**src/rtl/core_pixel_agen.sv**
```systemverilog
// Tile-rotation address generator: sequences DMA load, rotated pixel copy and
// DMA store for a job of square tiles. Drives buffer addresses and strobes only.
//
// state  | meaning
// IDLE   | waiting for I_START with a non-zero tile count
// LOAD   | accepting NW input-buffer words from the DMA
// XFER   | TILE_N*TILE_N copy cycles, one pixel per cycle
// STORE  | offering NW output-buffer words to the DMA
module core_pixel_agen #(
  parameter int TILE_N    = 8,
  parameter int BPP       = 3,
  parameter int BUS_BYTES = 4,
  parameter int ADDR_W    = 8,
  parameter int WA_W      = 6
) (
  input  logic              I_HCLK,
  input  logic              I_HRESET_N,
  input  logic              I_START,
  input  logic              I_ABORT,
  input  logic              I_DIRECTION,
  input  logic [1:0]        I_DEGREES,
  input  logic              I_MIRROR,
  input  logic [15:0]       I_TILE_CNT,
  input  logic              I_DMA_VALID,
  input  logic              I_DMA_READY,
  output logic              O_IN_WE,
  output logic [WA_W-1:0]   O_IN_WADDR,
  output logic              O_XFER_EN,
  output logic [ADDR_W-1:0] O_SRC_ADDR,
  output logic [ADDR_W-1:0] O_DST_ADDR,
  output logic              O_OUT_RE,
  output logic [WA_W-1:0]   O_OUT_WADDR,
  output logic [15:0]       O_TILE_IDX,
  output logic              O_BUSY,
  output logic              O_DONE
);

  localparam int NW  = TILE_N * TILE_N * BPP / BUS_BYTES;
  localparam int R_W = $clog2(TILE_N);
  localparam int K_W = 2 * R_W;

  localparam logic [1:0] ST_IDLE  = 2'd0;
  localparam logic [1:0] ST_LOAD  = 2'd1;
  localparam logic [1:0] ST_XFER  = 2'd2;
  localparam logic [1:0] ST_STORE = 2'd3;

  logic [1:0]      state;
  logic [WA_W-1:0] wcnt;
  logic [K_W-1:0]  kcnt;
  logic [15:0]     tile_idx;
  logic [15:0]     tile_cnt_q;
  logic            dir_q;
  logic [1:0]      deg_q;
  logic            mirror_q;
  logic            done_q;
  logic [16:0]     next_idx;

  assign next_idx = {1'b0, tile_idx} + 17'd1;

  always_ff @(posedge I_HCLK or negedge I_HRESET_N) begin
    if (!I_HRESET_N) begin
      state      <= ST_IDLE;
      wcnt       <= '0;
      kcnt       <= '0;
      tile_idx   <= '0;
      tile_cnt_q <= '0;
      dir_q      <= 1'b0;
      deg_q      <= 2'd0;
      mirror_q   <= 1'b0;
      done_q     <= 1'b0;
    end else begin
      done_q <= 1'b0;
      if (I_ABORT) begin
        state    <= ST_IDLE;
        wcnt     <= '0;
        kcnt     <= '0;
        tile_idx <= '0;
      end else begin
        case (state)
          ST_IDLE: begin
            if (I_START && (I_TILE_CNT != 16'd0)) begin
              state      <= ST_LOAD;
              tile_cnt_q <= I_TILE_CNT;
              dir_q      <= I_DIRECTION;
              deg_q      <= I_DEGREES;
              mirror_q   <= I_MIRROR;
              wcnt       <= '0;
              kcnt       <= '0;
              tile_idx   <= '0;
            end
          end
          ST_LOAD: begin
            if (I_DMA_VALID) begin
              if (wcnt == WA_W'(NW - 1)) begin
                wcnt  <= '0;
                state <= ST_XFER;
              end else begin
                wcnt <= wcnt + WA_W'(1);
              end
            end
          end
          ST_XFER: begin
            if (kcnt == K_W'(TILE_N * TILE_N - 1)) begin
              kcnt  <= '0;
              state <= ST_STORE;
            end else begin
              kcnt <= kcnt + K_W'(1);
            end
          end
          default: begin
            if (I_DMA_READY) begin
              if (wcnt == WA_W'(NW - 1)) begin
                wcnt <= '0;
                if (next_idx < {1'b0, tile_cnt_q}) begin
                  tile_idx <= tile_idx + 16'd1;
                  state    <= ST_LOAD;
                end else begin
                  tile_idx <= '0;
                  state    <= ST_IDLE;
                  done_q   <= 1'b1;
                end
              end else begin
                wcnt <= wcnt + WA_W'(1);
              end
            end
          end
        endcase
      end
    end
  end

  // Edge is a power of two, so N-1-x is the bitwise complement of x.
  logic [1:0]     cw;
  logic [R_W-1:0] src_r, src_c, dst_r, dst_c;
  logic [K_W-1:0] dst_idx;

  always_comb begin
    cw    = dir_q ? 2'(2'd0 - deg_q) : deg_q;
    src_r = kcnt[K_W-1:R_W];
    src_c = kcnt[R_W-1:0];
    dst_r = src_r;
    dst_c = src_c;
    case (cw)
      2'd1: begin dst_r = src_c;  dst_c = ~src_r; end
      2'd2: begin dst_r = ~src_r; dst_c = ~src_c; end
      2'd3: begin dst_r = ~src_c; dst_c = src_r;  end
      default: begin dst_r = src_r; dst_c = src_c; end
    endcase
    if (mirror_q) dst_c = ~dst_c;
    dst_idx = {dst_r, dst_c};
  end

  assign O_IN_WE     = (state == ST_LOAD) && I_DMA_VALID;
  assign O_IN_WADDR  = (state == ST_LOAD) ? wcnt : '0;
  assign O_XFER_EN   = (state == ST_XFER);
  assign O_SRC_ADDR  = O_XFER_EN ? ADDR_W'(ADDR_W'(kcnt) * ADDR_W'(BPP)) : '0;
  assign O_DST_ADDR  = O_XFER_EN ? ADDR_W'(ADDR_W'(dst_idx) * ADDR_W'(BPP)) : '0;
  assign O_OUT_RE    = (state == ST_STORE);
  assign O_OUT_WADDR = (state == ST_STORE) ? wcnt : '0;
  assign O_TILE_IDX  = tile_idx;
  assign O_BUSY      = (state != ST_IDLE);
  assign O_DONE      = done_q;

endmodule

```
**config.mk**
```make
export PLATFORM = sky130hd
export DESIGN_NAME = core_pixel_agen
export DESIGN_NICKNAME = d
export VERILOG_FILES = /design/src/rtl/core_pixel_agen.sv
export SDC_FILE = /design/constraint.sdc
export NUM_CORES = 1
export LEC_CHECK = 0
export ABC_AREA = 1
export BUFFER_PORTS_ARGS = -buffer_cell sky130_fd_sc_hd__clkbuf_2
export CELL_PAD_IN_SITES_DETAIL_PLACEMENT = 0
export CELL_PAD_IN_SITES_GLOBAL_PLACEMENT = 1
export CORE_MARGIN = 1
export CORE_UTILIZATION = 41
export CTS_BUF_LIST = sky130_fd_sc_hd__clkbuf_2 sky130_fd_sc_hd__clkbuf_4 sky130_fd_sc_hd__clkbuf_8
export DETAILED_ROUTE_END_ITERATION = 8
export GPL_ROUTABILITY_DRIVEN = 0
export MAX_ROUTING_LAYER = met4
export PLACE_DENSITY = 0.85
export SYNTH_ARGS = -nofsm -noshare
export SYNTH_HDL_FRONTEND = slang
export SYNTH_SLANG_ARGS = --single-unit
```
**constraint.sdc**
```tcl
create_clock -name I_HCLK -period 4.4 [get_ports I_HCLK]
set_input_delay 0.66 -clock I_HCLK [delete_from_list [all_inputs] [get_ports I_HCLK]]
set_output_delay 0.66 -clock I_HCLK [all_outputs]
set_load 0.01 [all_outputs]
```
==> impl_metrics.tcl <==
set metrics [dict create \
    status "finished clean" \
    port_buffers 74 \
    yosysMostFrequentCell "nand2_1" \
    drt_iter0_markers 215 \
    antenna_found_initial 0 \
    synth-edff-count 0 \
    swShare_pct 49.07 \
    synth_top_cell_by_area "dfrtp_1" \
    yosysUniqueCellTypes 38 \
    synthCells 572 \
    p_sw_mw 1.130 \
    die_w_um 101.1 \
    io_pins 75 \
    synthFlopType "dfrtp_1" \
    powerDensity_nw_per_um2 500.4 \
    synth_common_cells "nand2_1 (169), inv_1 (81), dfrtp_1 (51), o21ai_0 (42), nor2_1 (38)" \
    grt_pass1_vias 3437 \
    drive_gt1_share_pct 17.78 \
    n_antenna_cell 0 \
    crit_fanout 6 \
    yosys_register_bits 51 \
    fin_util_pct 49.09 \
    cts_root_buffer "clkbuf_8" \
    route.detailed.drc 0 \
    min_period_over_period_pct 93.58 \
    clockPowerShare_pct 12.1 \
    netlist_area_um2 4028 \
    max_freq_mhz 242.9 \
    fp.dieH_um 101.1 \
    areaGrowthSynthToFinish_pct 14.23 \
    synth_area_per_cell_um2 7.041 \
    maxCapViolCount 0 \
    nets 704 \
    clkSinkCount 51 \
    synth_top_area_share_pct 31.69 \
    clk_transition_reported_paths_ns 0.10 \
    ys_seq_area_share_pct 31.69 \
    place_hpwl_mm 7.470 \
    async_flop_share_pct 100.0 \
    avgRoutedWirePerCell_um 12.69 \
    grt.overflow.total 0 \
    tritoncts "built" \
    layout.filler_cells 978 \
    synth_area_leaders "dfrtp_1 (32%), nand2_1 (16%), ha_1 (11%)" \
    grt_pass1_wl_mm 16.27 \
    grt_max_degree 52 \
    clk-insertion-delay-late_ns 0.32 \
    die_area_um2 10220 \
    start_util_pct 42.98 \
    rsz0062_at_grt "false" \
    hold_viol 0 \
    pwr-share-comb_pct 60.3 \
    p_seq_share_pct 27.6 \
    slew_headroom_pct 20.01 \
    vias_per_cell 4.917 \
    cts.htree.levels 2 \
    critPathRequiredTime_ns 3.74 \
    maxSlewViolCount 0 \
    ctsLongestPathBuffers 2 \
    numCtsBuffers 5 \
    p_leak_nw 2.613 \
    setup_tns_ns 0 \
    coreArea_um2 9371 \
    syn_nets 636 \
    finalSetupViolations 0 \
    worst_pin_slew_ns 1.196 \
    p_int_mw 1.173 \
    period_needed_ns 4.118 \
    skew_ns 0.008532 \
    cp-end-kind "output port" \
    antenna_left 0 \
    vdd_drop_max_v 0.0003018 \
    dr.pass1.iters 4 \
    yosys_warnings 0 \
    start_kind "flop" \
    post_cts_buffers 0 \
    fp-row-count 35 \
    worst_hold_path_type "in -> async" \
    critPathKind "reg -> out" \
    via_count 3786 \
    grtUsageTotal_pct 20.92 \
    critical_path_arrival_ns 3.46 \
    wirelength_mm 9.771 \
]
-- cells in the final DEF, fill, tap and decap left out, drive strengths merged --
cell type	count
nand3b	2
ha	36
dfrtp	51
nand4	21
clkbuf	79
nor3b	1
a31oi	2
buf	1
nor2	43
nand3	30
inv	89
a21oi	26
nand2	172
nor3	6
or2	3
and3	1
a21o	1
o31ai	2
xor2	13
fa	2
clkinv	3
xnor2	4
o21ai	53
-- path summary, 6_finish.rpt --
kind	from	end	slack (ns)	cells past startpoint
max	deg_q[0]	O_DST_ADDR[7]	0.28	18
min	I_HRESET_N	tile_cnt_q[11]	0.45	2
max reg2reg	O_TILE_IDX[0]	O_DONE	1.36	15
min reg2reg	tile_cnt_q[12]	tile_cnt_q[12]	0.56	2
max in group asynchronous	I_HRESET_N	kcnt[4]	3.50	2
min in group I_HCLK	tile_cnt_q[12]	tile_cnt_q[12]	0.56	2
-- power by group through the flow --
stage / Sequential [mW] / Clock [mW] / Combinational, mW
after floorplan: 0.626 / 0 / 1.01
after global placement: 0.640 / 0 / 1.27
after detailed placement: 0.644 / 0 / 1.31
after CTS: 0.635 / 0.295 / 1.32
after global routing: 0.645 / 0.307 / 1.59
final: 0.636 / 0.279 / 1.39
-- per-layer routing --
layer	up-vias	GRT usage, %	part of all wire, %
met5	-	-	0
met4	0	6.020	1.4
met3	12	2.635	5.0
met2	95	29.98	43
met1	1714	30.72	51
li1	1965	-	-
-- flip-flops by register name, summed over array words and instances, names as in the netlist --
signal and cells:
tile_cnt_q 16, wcnt 6, state 2, O_DONE 1, O_TILE_IDX 16, dir_q 1, kcnt 6, mirror_q 1
deg_q 2
-- area by class of cell --
cell class | instances | area [µm²] | area share (%)
timing repair buffer | 75 | 377.9 | 8.213
tap | 129 | 161.4 | 3.508
sequential | 51 | 1276 | 27.74
inverter | 89 | 337.8 | 7.343
multi-input combinational | 418 | 2360 | 51.29
clock inverter | 3 | 18.77 | 0.4079
clock buffer | 5 | 68.82 | 1.496
-- cell families (layout without fill, tap and decap cells) --
group,Yosys count,in the layout,synth area share (%)
flops,51,51,31.69
buf+inv,103,172,10.50
simple gates,279,279,30.97
xor+xnor,17,17,3.883
fa+ha+maj,38,38,12.18
compound gates,84,84,10.78
-- stage by stage --
step	std cells	power [mW]	area (µm²)	setup slack (ns)	hold WS [ns]
global placement	762	1.911	4488	0.5905	0.5281
floorplan	572	1.639	4028	0.8497	0.3644
global route	770	2.544	4601	0.004146	0.5219
CTS	770	2.251	4576	0.08548	0.4837
finish	770	2.302	4601	0.2823	0.4540
detailed placement	762	1.958	4488	0.4410	0.5294
-- critical path, stage by stage, from the launching register on --
cell and delay, ns:
dfrtp_1 0.39, inv_2 0.12, ha_1 0.25, nand2_1 0.09, nand2_1 0.10, nor2_4 0.15, nand2_1 0.07, nand3_1 0.07
o21ai_0 0.10, xor2_1 0.18, inv_1 0.10, ha_1 0.19, inv_1 0.06, fa_1 0.43, o31ai_4 0.29, a21oi_1 0.10
or2_2 0.27, inv_1 0.05, clkbuf_2 0.12
-- timing repair --
| item | in CTS | in global routing |
|---|---|---|
| hold buffers | 0 | 0 |
| gates resized for setup | 0 | 6 |
| endpoints found under the hold margin | 0 | 0 |
| endpoints found under the setup margin | 0 | 2 |
No activity file was read; power rests on OpenSTA's default activity.
